**config.mk**
```make
export PLATFORM = sky130hd
export DESIGN_NAME = apb_wrr_arbiter
export DESIGN_NICKNAME = d
export VERILOG_FILES = /design/src/rtl/apb_wrr_arbiter.sv
export SDC_FILE = /design/constraint.sdc
export NUM_CORES = 1
export LEC_CHECK = 0
export BUFFER_PORTS_ARGS = -buffer_cell sky130_fd_sc_hd__buf_2
export CAP_MARGIN = 10
export CORE_AREA = 2 2 130 132
export CTS_BUF_LIST = sky130_fd_sc_hd__clkbuf_4 sky130_fd_sc_hd__clkbuf_8
export DETAILED_ROUTE_END_ITERATION = 12
export DIE_AREA = 0 0 132 134
export PLACE_DENSITY = 0.6
export SETUP_SLACK_MARGIN = 0.1
export SYNTH_ARGS = -nofsm -noshare
export SYNTH_HDL_FRONTEND = slang
export SYNTH_SLANG_ARGS = --single-unit
```
**constraint.sdc**
```tcl
create_clock -name pclk -period 2.7 [get_ports pclk]
set_input_delay 0.135 -clock pclk [delete_from_list [all_inputs] [get_ports pclk]]
set_output_delay 0.135 -clock pclk [all_outputs]
set_load 0.02 [all_outputs]
```
**src/rtl/apb_wrr_arbiter.sv**
```systemverilog
// apb_wrr_arbiter: shares one downstream APB completer among M requesters.
// Arbitration is weighted round-robin. Each grant runs its own SETUP and ACCESS
// phases, and an optional ACCESS-phase timeout returns an error response.
module apb_wrr_arbiter #(
  parameter int M              = 2,
  parameter int ADDR_WIDTH     = 32,
  parameter int DATA_WIDTH     = 32,
  parameter int WEIGHT_WIDTH   = 4,
  parameter int TIMEOUT_CYCLES = 256,
  localparam int STRB_WIDTH    = DATA_WIDTH / 8,
  localparam int OW            = (M > 1) ? $clog2(M) : 1
) (
  input  logic                       pclk,
  input  logic                       preset,
  input  logic [M*WEIGHT_WIDTH-1:0]  cfg_weights,
  input  logic [M-1:0]               m_apb_psel,
  input  logic [M-1:0]               m_apb_penable,
  input  logic [M-1:0]               m_apb_pwrite,
  input  logic [M*3-1:0]             m_apb_pprot,
  input  logic [M*ADDR_WIDTH-1:0]    m_apb_paddr,
  input  logic [M*DATA_WIDTH-1:0]    m_apb_pwdata,
  input  logic [M*STRB_WIDTH-1:0]    m_apb_pstrb,
  output logic [M-1:0]               m_apb_pready,
  output logic [M-1:0]               m_apb_pslverr,
  output logic [M*DATA_WIDTH-1:0]    m_apb_prdata,
  output logic                       s_apb_psel,
  output logic                       s_apb_penable,
  output logic                       s_apb_pwrite,
  output logic [2:0]                 s_apb_pprot,
  output logic [ADDR_WIDTH-1:0]      s_apb_paddr,
  output logic [DATA_WIDTH-1:0]      s_apb_pwdata,
  output logic [STRB_WIDTH-1:0]      s_apb_pstrb,
  input  logic                       s_apb_pready,
  input  logic                       s_apb_pslverr,
  input  logic [DATA_WIDTH-1:0]      s_apb_prdata,
  output logic [OW-1:0]              arb_owner,
  output logic                       arb_busy,
  output logic                       timeout_event
);

  localparam int TW = (TIMEOUT_CYCLES > 1) ? $clog2(TIMEOUT_CYCLES) : 1;
  localparam logic [TW-1:0] TLIMIT = TW'((TIMEOUT_CYCLES > 0) ? (TIMEOUT_CYCLES - 1) : 0);
  localparam logic [WEIGHT_WIDTH-1:0] WONE = WEIGHT_WIDTH'(1);

  typedef enum logic [1:0] {IDLE, SETUP, ACCESS} state_t;

  state_t                   state_q, state_d;
  logic [OW-1:0]            owner_q;
  logic [WEIGHT_WIDTH-1:0]  credit_q;
  logic [TW-1:0]            tcount_q;

  logic                     pwrite_q;
  logic [2:0]               pprot_q;
  logic [ADDR_WIDTH-1:0]    paddr_q;
  logic [DATA_WIDTH-1:0]    pwdata_q;
  logic [STRB_WIDTH-1:0]    pstrb_q;

  logic                     req_any;
  logic                     keep;
  logic [OW-1:0]            winner;
  logic [OW-1:0]            cand;
  logic [WEIGHT_WIDTH-1:0]  win_weight;
  logic [WEIGHT_WIDTH-1:0]  load_credit;
  logic                     xfer_done;
  logic                     xfer_tmo;
  logic                     finish;

  // Requester penable carries no information here: grants and phases follow psel alone.
  logic unused_penable;
  assign unused_penable = ^m_apb_penable;

  assign xfer_done = (state_q == ACCESS) && s_apb_pready;
  assign xfer_tmo  = (TIMEOUT_CYCLES > 0) && (state_q == ACCESS) && !s_apb_pready
                     && (tcount_q == TLIMIT);
  assign finish    = xfer_done || xfer_tmo;

  // Pick the winner: the owner keeps the grant while it has credit, else scan cyclically from owner+1.
  always_comb begin
    req_any = |m_apb_psel;
    keep    = m_apb_psel[owner_q] && (credit_q != '0);
    winner  = owner_q;
    cand    = owner_q;
    if (!keep) begin
      for (int k = M; k >= 1; k--) begin
        cand = OW'((int'(owner_q) + k) % M);
        if (m_apb_psel[cand]) winner = cand;
      end
    end
    win_weight  = cfg_weights[int'(winner)*WEIGHT_WIDTH +: WEIGHT_WIDTH];
    load_credit = (win_weight == '0) ? WONE : win_weight;
  end

  // State register for the IDLE/SETUP/ACCESS sequencer.
  always_ff @(posedge pclk or posedge preset) begin
    if (preset) state_q <= IDLE;
    else        state_q <= state_d;
  end

  // Next-state logic: one SETUP cycle per grant, then ACCESS until a response or a timeout.
  always_comb begin
    state_d = state_q;
    case (state_q)
      IDLE:    if (req_any) state_d = SETUP;
      SETUP:   state_d = ACCESS;
      ACCESS:  if (finish) state_d = IDLE;
      default: state_d = IDLE;
    endcase
  end

  // Owner, credit and timeout bookkeeping, plus the payload captured once at grant.
  always_ff @(posedge pclk or posedge preset) begin
    if (preset) begin
      owner_q  <= OW'(M - 1);
      credit_q <= '0;
      tcount_q <= '0;
      pwrite_q <= 1'b0;
      pprot_q  <= '0;
      paddr_q  <= '0;
      pwdata_q <= '0;
      pstrb_q  <= '0;
    end else begin
      case (state_q)
        IDLE: begin
          if (req_any) begin
            owner_q  <= winner;
            if (!keep) credit_q <= load_credit;
            pwrite_q <= m_apb_pwrite[winner];
            pprot_q  <= m_apb_pprot[int'(winner)*3 +: 3];
            paddr_q  <= m_apb_paddr[int'(winner)*ADDR_WIDTH +: ADDR_WIDTH];
            pwdata_q <= m_apb_pwdata[int'(winner)*DATA_WIDTH +: DATA_WIDTH];
            pstrb_q  <= m_apb_pstrb[int'(winner)*STRB_WIDTH +: STRB_WIDTH];
          end
        end
        SETUP: tcount_q <= '0;
        ACCESS: begin
          if (finish) begin
            if (credit_q != '0) credit_q <= credit_q - WONE;
          end else begin
            tcount_q <= tcount_q + TW'(1);
          end
        end
        default: ;
      endcase
    end
  end

  // Route the completion (or the timeout error) back to the owner only; everyone else sees zeros.
  always_comb begin
    m_apb_pready  = '0;
    m_apb_pslverr = '0;
    m_apb_prdata  = '0;
    timeout_event = 1'b0;
    if (xfer_done) begin
      m_apb_pready[owner_q]  = 1'b1;
      m_apb_pslverr[owner_q] = s_apb_pslverr;
      m_apb_prdata[int'(owner_q)*DATA_WIDTH +: DATA_WIDTH] = s_apb_prdata;
    end else if (xfer_tmo) begin
      m_apb_pready[owner_q]  = 1'b1;
      m_apb_pslverr[owner_q] = 1'b1;
      timeout_event          = 1'b1;
    end
  end

  assign s_apb_psel    = (state_q != IDLE);
  assign s_apb_penable = (state_q == ACCESS);
  assign s_apb_pwrite  = pwrite_q;
  assign s_apb_pprot   = pprot_q;
  assign s_apb_paddr   = paddr_q;
  assign s_apb_pwdata  = pwdata_q;
  assign s_apb_pstrb   = pstrb_q;
  assign arb_owner     = owner_q;
  assign arb_busy      = (state_q != IDLE);

endmodule

```
==> results.yml, run 1 <==
setup_path:
  worstPathArrival_ns: 2.53
  required_ns: 2.92
  critPathCaptureType: "flip-flop"
  cp_slowest_stage_delay_ns: 0.43
  cpMaxStageDelayCell: "mux2i_1"
  path_class: "reg2reg"
  cp_cell_sequence: "inv_1, ha_1, nor3b_4, mux2i_1, nor2_4, buf_12, buf_12, mux2i_1, a21oi_1"
  r2r_slack_ns: 0.39
  worst-path-max-fanout: 23
  cp-start-kind: "flip-flop"
timing:
  whs_ns: 0.0520
  setup-tns-final_ns: 0
  finClkSkew_ns: 0.00897
  timing.fmax_mhz: 433
  setup_viol: 0
  finalCritPeriodShare_pct: 85.6
  maxSlewHeadroom_pct: 44.3
  hold_viol: 0
  worst_pin_slew_ns: 0.835
  period_minus_slack_ns: 2.31
  rsz0062_at_grt: "no"
  slew_viol_final: 0
die:
  die-area_um2: 17700
  fp.dieW_um: 132
  io_pins: 337
  core_area_um2: 16300
  start_util_pct: 29.5
  row_count: 47
  die-height_um: 134
routing:
  wl_per_cell_um: 14.7
  wirelength_um: 15600
  num_vias: 4763
  firstDrtPassIters: 4
  ant_nets: 0
  drc: 0
  vias_per_cell: 4.50
  dr.first_iter.drc_count: 120
pwr:
  power_density_nw_per_um2: 1020
  finalPower_mw: 7.07
  p_seq_share_pct: 32.1
  switching_power_mw: 3.25
  p_sw_share_pct: 45.9
  p_int_mw: 3.83
  p_leak_nw: 3.64
  vdd_ir_drop_max_v: 0.000492
  comb_power_share_pct: 54.4
  power_frac_clock_pct: 13.5
cts:
  clk_latency_ns: 0.37
  cts_root_buf: "clkbuf_8"
  cts.sinks: 87
  post_cts_buffers: 0
  cts_max_level: 3
  cts_tree: "built"
  numCtsBuffers: 9
  path_clk_slew_ns: 0.10
  clock_path_buffers: 2
layout:
  layout-drive-gt1-share_pct: 45.2
  multi_input_area_um2: 2430
  seq_area_um2: 2180
  fin_util_pct: 42.6
  final_nets: 1025
  n_fill_cell: 1663
  final_area_um2: 6950
  area_delta_synth_final_pct: 44.7
placement:
  portBuffers: 334
  gp_congestion: 0.770
  placed_area_um2: 6720
  dp.final_hpwl_um: 12300
logic_synthesis:
  synth_cell_types: 48
  synth.net_count: 699
  ys_warn_count: 0
  synth_area_per_cell_um2: 9.50
  syn_area_um2: 4800
  ys_seq_elements: 87
  synth_edf_count: 0
  synthFlopType: "dfrtp_1"
  seq_area_frac_synth_pct: 45.4
  synthCells: 505
  async_flop_share_pct: 100
hold_path:
  min_path_type: "in2reg"
grt:
  met2_usage_pct: 30.5
  antenna_found_initial: 8
  use_met3_pct: 5.74
  grt_pass1_vias: 4567
  grt_pass1_wl_um: 24200
  grt_max_degree: 87
  gr-usage-met1_pct: 20.3
  busiest_layer: "met2"
  grt_overflow: 0
  globalRouteTotalUtil_pct: 17.6
outcome:
  status: "completed"
run:
  drv_cap: 0
[registers in the layout, summed over array words and instances (netlist names)]
| register | cells |
|---|---|
| arb_owner | 1 |
| s_apb_paddr | 32 |
| state_q | 2 |
| credit_q | 4 |
| s_apb_pwrite | 1 |
| s_apb_pwdata | 32 |
| tcount_q | 8 |
| s_apb_pprot | 3 |
| s_apb_pstrb | 4 |
[timing repair]
item | 4_1_cts | 5_1_grt
hold endpoints to repair | 42 | 0
setup endpoints to repair | 0 | 64
resized for setup | 0 | 2
hold buffers | 1 | 0
[Yosys cell counts, types with 2 or more instances]
| cell | number | area (um^2) |
|---|---|---|
| nand4_1 | 2 | 12.5 |
| a31oi_1 | 2 | 12.5 |
| clkbuf_1 | 20 | 75.1 |
| a21o_1 | 2 | 15.0 |
| mux2i_1 | 77 | 771 |
| buf_4 | 3 | 22.5 |
| and3_1 | 4 | 25.0 |
| nand3_1 | 3 | 15.0 |
| a211oi_1 | 3 | 22.5 |
| buf_6 | 6 | 67.6 |
| o21ai_0 | 6 | 30.0 |
| a21oi_1 | 74 | 370 |
| nor3b_1 | 2 | 15.0 |
| inv_1 | 5 | 18.8 |
| ha_1 | 2 | 25.0 |
| nor3_1 | 5 | 25.0 |
| o21ba_2 | 2 | 20.0 |
| nand2_1 | 17 | 63.8 |
| dfrtp_1 | 86 | 2150 |
| xor2_1 | 3 | 26.3 |
| xnor2_1 | 3 | 26.3 |
| mux2_2 | 2 | 22.5 |
| and2_1 | 65 | 407 |
| nor2_1 | 85 | 319 |
| buf_2 | 2 | 10.0 |
| or3_1 | 2 | 12.5 |
[cell usage in the layout, fill, tap and decap left out, types with 3 or more instances in the layout]
cell	Yosys	final
nand3_1	3	3
nor2_1	85	84
buf_2	2	334
xnor2_1	3	3
buf_4	3	8
a21oi_1	74	74
o21ai_0	6	6
and2_1	65	65
nand2_1	17	17
nor3_1	5	5
xor2_1	3	3
clkbuf_8	0	10
dfrtp_1	86	86
mux2i_1	77	77
inv_1	5	4
a211oi_1	3	3
buf_12	0	4
diode_2	0	3
[cell families after synthesis]
group / after synthesis / share of synthesized area [%]
adder cells (fa/ha/maj): 2 / 0.521
multiplexers: 79 / 16.5
buffers and inverters: 38 / 4.20
XOR/XNOR: 6 / 1.10
AO/OA/AOI/OAI: 100 / 12.1
AND/OR/NAND/NOR: 193 / 20.1
flip-flops: 87 / 45.4
[power groups by stage]
stage	sequential, mW	clock, mW	combinational [mW]
finish	2.27	0.958	3.85
global route	2.37	1.06	4.21
CTS	2.28	1.01	3.90
detailed placement	2.29	0	3.90
global placement	2.28	0	3.87
floorplan	2.92	0	1.99
[layer usage]
layer / up-vias / share of wire (%)
li1: 2385 / -
met1: 2110 / 39
met2: 243 / 49
met3: 21 / 9.6
met4: 4 / 1.9
met5: - / 0.17
[stage by stage]
stage / worst slack [ns] / std cells
detailed placement: 0.402 / 1039
finish: 0.388 / 1059
CTS: 0.150 / 1056
global route: 0.166 / 1056
global placement: 0.421 / 1039
floorplan: 0.316 / 505
[worst max-delay path: cells and delay by family, from the launching register on]
kind | cells | cell delay (ns)
simple gates | 2 | 0.37
mux | 2 | 0.62
fa+ha+maj | 1 | 0.20
compound gates | 1 | 0.10
flops | 1 | 0.42
buf+inv | 3 | 0.42
[final timing paths]
path                                   from  depth (start not counted)               end
min in group asynchronous            preset                          3   s_apb_paddr[24]
setup reg to reg                credit_q[0]                          9    s_apb_pprot[2]
hold / removal             m_apb_pwdata[34]                          3   s_apb_pwdata[2]
hold reg to reg            s_apb_pwdata[14]                          2  s_apb_pwdata[14]
max in group asynchronous            preset                          4   s_apb_pwdata[8]
setup / recovery                credit_q[0]                          9    s_apb_pprot[2]
[area by class of cell]
cell class                 instances  area share, %
antenna                            3          0.108
clock buffer                      10           1.98
clock inverter                     6          0.973
inverter                           6          0.342
multi-input combinational        380           35.1
sequential                        87           31.4
tap                              220           3.96
timing repair buffer             347           26.2
Power figures use the tool's default switching activity.
==> inputs of run 2 (changes only) <==
--- a/config.mk
+++ b/config.mk
@@ -5,7 +5,7 @@
 export SDC_FILE = /design/constraint.sdc
 export NUM_CORES = 1
 export LEC_CHECK = 0
-export BUFFER_PORTS_ARGS = -buffer_cell sky130_fd_sc_hd__buf_2
+export BUFFER_PORTS_ARGS = -buffer_cell sky130_fd_sc_hd__clkbuf_2
 export CAP_MARGIN = 10
 export CORE_AREA = 2 2 130 132
 export CTS_BUF_LIST = sky130_fd_sc_hd__clkbuf_4 sky130_fd_sc_hd__clkbuf_8
==> run 2 against run 1 <==
Net effect: critical path type is now reg2out; non-clock buffer count stayed put; register-to-register slack improved by 0.03 ns; total power up 0.46%; fmax rose by 0.82%; utilization is 0.054 points higher; critical endpoint is now m_apb_prdata[44]; clock skew decreased by 0.0014 ns; clock power rose by 3.2%; sequential share of layout area hardly changed; largest power group unchanged; via count increased by 0.23%; worst setup slack improved by 0.019 ns.
==> results.yml, run 2 (synthesis results as in run 1) <==
die:
  die-height_um: 134
  die-area_um2: 17700
  fp.dieW_um: 132
  start_util_pct: 29.5
  core_area_um2: 16300
  row_count: 47
  io_pins: 337
timing:
  finClkSkew_ns: 0.00758
  hold_viol: 0
  finalCritPeriodShare_pct: 84.9
  whs_ns: 0.0534
  period_minus_slack_ns: 2.29
  rsz0062_at_grt: "no"
  slew_viol_final: 0
  timing.fmax_mhz: 436
  setup_ws_ns: 0.407
  maxSlewHeadroom_pct: 46.6
  setup-tns-final_ns: 0
  setup_viol: 0
  worst_pin_slew_ns: 0.801
pwr:
  power_frac_clock_pct: 13.9
  power_density_nw_per_um2: 1020
  p_int_mw: 3.83
  switching_power_mw: 3.28
  finalPower_mw: 7.11
  p_seq_share_pct: 32.3
  p_sw_share_pct: 46.1
  comb_power_share_pct: 53.8
  p_leak_nw: 3.67
  vdd_ir_drop_max_v: 0.000449
outcome:
  status: "completed"
cts:
  cts_max_level: 3
  cts_root_buf: "clkbuf_8"
  post_cts_buffers: 0
  clock_path_buffers: 2
  cts_tree: "built"
  cts.sinks: 87
  numCtsBuffers: 9
  clk_latency_ns: 0.37
  path_clk_slew_ns: 0.10
routing:
  num_vias: 4774
  firstDrtPassIters: 5
  vias_per_cell: 4.51
  dr.first_iter.drc_count: 226
  drc: 0
  wl_per_cell_um: 14.4
  wirelength_um: 15300
  ant_nets: 0
layout:
  layout-drive-gt1-share_pct: 45.2
  final_area_um2: 6960
  final_cell_mix: "334 x clkbuf_2, 86 x dfrtp_1, 84 x nor2_1"
  final_nets: 1025
  fin_util_pct: 42.7
  final_common_cell: "clkbuf_2"
  final_cells: 1059
  area_delta_synth_final_pct: 44.9
run:
  drv_cap: 0
placement:
  placed_area_um2: 6720
  placedCellCount: 1039
  dp.final_hpwl_um: 12300
  gp_congestion: 0.785
  portBuffers: 334
  pre_cts_slack_ns: 0.427
setup_path:
  worstPathArrival_ns: 2.16
  cp-start-kind: "flip-flop"
  cp-startpoint: "state_q[1]"
  path_class: "reg2out"
  worst-path-max-fanout: 32
  r2r_slack_ns: 0.42
  required_ns: 2.57
  r2r_start: "credit_q[0]"
  critPathCaptureType: "output pin"
grt:
  grt_max_degree: 87
  globalRouteTotalUtil_pct: 17.5
  grt_pass1_vias: 4721
  grt_pass1_wl_um: 24300
  grt_overflow: 0
  antenna_found_initial: 7
hold_path:
  hold_start: "m_apb_paddr[47]"
  min_path_type: "in2reg"
run 2: changes by cell type in the layout (fill, tap and decap cells not counted):
cell / before / now
clkinvlp_4: 2 / 0
clkinv_2: 2 / 1
clkinv_4: 1 / 2
clkbuf_2: 0 / 334
inv_8: 0 / 1
buf_2: 334 / 0
inv_6: 1 / 2
run 2: area by class of cell:
| cell class | count | area, um^2 |
|---|---|---|
| well taps | 220 | 275 |
| diodes | 3 | 7.51 |
| repair buffers | 347 | 1820 |
| clock inverters | 6 | 76.3 |
| fillers | 1637 | 9330 |
| multi-input cells | 380 | 2430 |
| clock buffers | 10 | 138 |
| flip-flops and latches | 87 | 2180 |
| inverters | 6 | 23.8 |
run 2: repair_timing:
| action | in CTS | in global routing |
|---|---|---|
| hold endpoints to repair | 41 | 0 |
| hold buffers | 1 | 0 |
| resized for setup | 0 | 2 |
| endpoints found under the setup margin | 0 | 64 |
run 2: power by group through the flow:
stage               registers [mW]  logic [mW]  clock network [mW]
global placement              2.30        3.85                   0
floorplan                     2.92        1.99                   0
detailed placement            2.31        3.88                   0
CTS                           2.30        3.88                1.04
global route                  2.38        4.19                1.09
finish                        2.29        3.83               0.989
run 2: path summary, 6_finish.rpt:
check                                   end  cells past startpoint
hold reg to reg              s_apb_pstrb[3]                      2
min in group asynchronous   s_apb_paddr[24]                      3
setup / recovery           m_apb_prdata[44]                      5
max in group asynchronous    s_apb_paddr[8]                      4
setup reg to reg               s_apb_pwrite                      9
hold / removal              s_apb_paddr[15]                      3
run 2: layer usage:
layer,GRT usage (%),up-vias,wire (um)
met5,0,-,35
met4,6.70,6,330
met3,8.28,27,1760
met2,30.3,223,7470
met1,18.6,2134,5700
li1,-,2384,-
run 2: critical path: stages (launching register included):
cell	delay [ns]
dfrtp_1	0.48
nand2_1	0.21
clkinv_1	0.26
and3_2	0.45
and2_1	0.23
clkbuf_2	0.15
==> inputs of run 3 (changes only) <==
--- a/config.mk
+++ b/config.mk
@@ -5,13 +5,14 @@
 export SDC_FILE = /design/constraint.sdc
 export NUM_CORES = 1
 export LEC_CHECK = 0
+export ABC_AREA = 1
 export BUFFER_PORTS_ARGS = -buffer_cell sky130_fd_sc_hd__clkbuf_2
 export CAP_MARGIN = 10
-export CORE_AREA = 2 2 130 132
+export CORE_AREA = 2 2 129 131
 export CTS_BUF_LIST = sky130_fd_sc_hd__clkbuf_4 sky130_fd_sc_hd__clkbuf_8
 export DETAILED_ROUTE_END_ITERATION = 12
-export DIE_AREA = 0 0 132 134
-export PLACE_DENSITY = 0.6
+export DIE_AREA = 0 0 131 133
+export PLACE_DENSITY = 0.63
 export SETUP_SLACK_MARGIN = 0.1
 export SYNTH_ARGS = -nofsm -noshare
 export SYNTH_HDL_FRONTEND = slang
==> constraint.sdc (replaced) <==
create_clock -name pclk -period 1.85 [get_ports pclk]
set_input_delay 0.0925 -clock pclk [delete_from_list [all_inputs] [get_ports pclk]]
set_output_delay 0.0925 -clock pclk [all_outputs]
set_load 0.02 [all_outputs]
==> run 3 against run 2 <==
Net effect: utilization increased by 13 points; sequential share of layout area shrank 7.1 points; via count up 29%; die area is 1.5% lower; cell area is 29% higher; final cell count is 28% higher; worst hold slack worse by 0.050 ns; clock-buffer cell count up 1; register-to-register slack got worse by 0.31 ns; critical path depth increased by 6; area after synthesis is 1.2% higher; clock skew up 0.0036 ns.
==> results.yml, run 3 <==
logic_synthesis:
  synthCells: 653
  seq_area_frac_synth_pct: 44.8
  ys_top_cells_by_count: "147 x nor2_1, 111 x nand2_1, 101 x o21ai_1"
  synth_area_per_cell_um2: 7.44
  synthFlopType: "dfrtp_1"
  yosysTopAreaCellShare_pct: 44.3
  synth_cell_types: 33
  ys_warn_count: 0
  ys_seq_elements: 87
  yosysTopAreaCell: "dfrtp_1"
  synth_area_leaders: "dfrtp_1 44%, nor2_1 11%, o21ai_1 10%"
  synth_most_common_cell: "nor2_1"
  synth_edf_count: 0
  syn_area_um2: 4860
  synth.net_count: 847
  async_flop_share_pct: 100
layout:
  final_cell_mix: "297 x clkbuf_2, 135 x nor2_1, 130 x dlygate4sd3_1"
  diodes: 0
  multi_input_area_um2: 2420
  fin_util_pct: 55.7
  final_common_cell: "clkbuf_2"
  area_delta_synth_final_pct: 85.4
  n_fill_cell: 1439
  layout-drive-gt1-share_pct: 43.0
  final_nets: 1326
  seq_area_um2: 2180
timing:
  timing.fmax_mhz: 574
  finalCritPeriodShare_pct: 94.2
  setup_viol: 0
  finClkSkew_ns: 0.0111
  slew_viol_final: 0
  worst_pin_slew_ns: 0.562
  hold_viol: 0
  maxSlewHeadroom_pct: 62.5
  period_minus_slack_ns: 1.74
  rsz0062_at_grt: "yes"
  whs_ns: 0.00315
grt:
  grt_pass1_vias: 5834
  globalRouteTotalUtil_pct: 21.7
  grt_pass1_wl_um: 29800
  grt_overflow: 0
  grt_max_degree: 75
  antenna_found_initial: 1
pwr:
  p_leak_nw: 4.71
  finalPower_mw: 13.2
  power_density_nw_per_um2: 1460
  vdd_ir_drop_max_v: 0.000702
placement:
  gp_congestion: 0.869
  portBuffers: 334
  dp.final_hpwl_um: 13000
cts:
  cts.sinks: 87
  cts_tree: "built"
  cts_root_buf: "clkbuf_8"
  clk_latency_ns: 0.38
  numCtsBuffers: 9
  cts_max_level: 3
  path_clk_slew_ns: 0.09
  clock_path_buffers: 2
setup_path:
  crit_end: "credit_q[0]"
  worst-path-max-fanout: 8
  r2r_end: "credit_q[0]"
  reg2regPathDepth: 11
  r2r_start: "arb_owner"
  r2r_slack_ns: 0.11
  cp-startpoint: "arb_owner"
  cp-start-kind: "flip-flop"
  critPathCaptureType: "flip-flop"
  worstPathArrival_ns: 2.00
  required_ns: 2.11
  path_class: "reg2reg"
die:
  die-area_um2: 17400
  die-height_um: 133
  start_util_pct: 30.0
  io_pins: 337
  row_count: 47
  fp.dieW_um: 131
  core_area_um2: 16200
routing:
  ant_nets: 0
  vias_per_cell: 4.54
  wirelength_um: 19900
  dr.first_iter.drc_count: 288
  firstDrtPassIters: 5
  wl_per_cell_um: 14.6
  num_vias: 6162
  drc: 0
run:
  drv_cap: 0
outcome:
  status: "completed"
hold_path:
  min_path_type: "in2reg"
## run 3: how the worst min path moves through the flow
stage / startpoint / depth (start not counted) / slack, ns / endpoint
after global placement: preset / 2 / 0.16 / s_apb_paddr[17]
after global routing: m_apb_paddr[42] / 3 / 0.0006 / s_apb_paddr[10]
after CTS: m_apb_pprot[5] / 3 / 0.0007 / s_apb_pprot[2]
after detailed placement: preset / 2 / 0.16 / s_apb_paddr[17]
after floorplan: m_apb_paddr[32] / 2 / 0.26 / s_apb_paddr[0]
final: m_apb_paddr[63] / 3 / 0.003 / s_apb_paddr[31]
## run 3: what timing repair did
item / CTS / global route
setup endpoints to repair: 127 / 129
setup buffers: 10 / 5
pin swaps: 3 / 13
hold buffers: 130 / 0
cloned: 0 / 2
resized for setup: 32 / 129
hold endpoints to repair: 88 / 0
## run 3: critical path: stages, from the launching register on
cell and delay, ns:
dfstp_2 0.56, buf_6 0.12, nand2_2 0.05, o21ai_2 0.08
nand2_4 0.10, nand2_8 0.17, clkbuf_16 0.19, o21ai_1 0.06
nor2_1 0.10, nand2_1 0.07, nand2_1 0.05, nand2_1 0.06
## run 3: final cells by class
cell class	instances	area share [%]
clock buffer	11	1.61
clock inverter	5	1.43
tap	220	3.06
multi-input combinational	467	26.8
sequential	87	24.2
timing repair buffer	507	40.0
inverter	60	2.83
## run 3: power breakdown
| group | internal (mW) | leakage [nW] | switching (mW) |
|---|---|---|---|
| clock | 1.09 | 0.137 | 0.715 |
| sequential | 2.82 | 1.07 | 0.556 |
| combinational | 3.03 | 3.51 | 4.97 |
| total | 6.94 | 4.71 | 6.24 |
## run 3: cell families after synthesis
family,share of synthesized area (%)
XOR/XNOR,0.361
AND/OR/NAND/NOR,25.5
flip-flops,44.8
adder cells (fa/ha/maj),0.515
AO/OA/AOI/OAI,19.4
buffers and inverters,9.35
## run 3: routing by layer
layer	track usage [%]	wire length (um)
met1	28.5	8320
met2	35.5	9940
met3	5.22	1220
met4	6.21	382
met5	0	13
## run 3: through the flow
step | instance area (um^2) | cells | worst slack [ns] | setup TNS, ns
floorplan | 4860 | 653 | 0.252 | 0
global placement | 6880 | 1194 | 0.0515 | 0
detailed placement | 6880 | 1194 | 0.0281 | 0
CTS | 8630 | 1350 | 0.0711 | 0
global route | 9000 | 1357 | -0.00308 | -0.00308
finish | 9000 | 1357 | 0.108 | 0
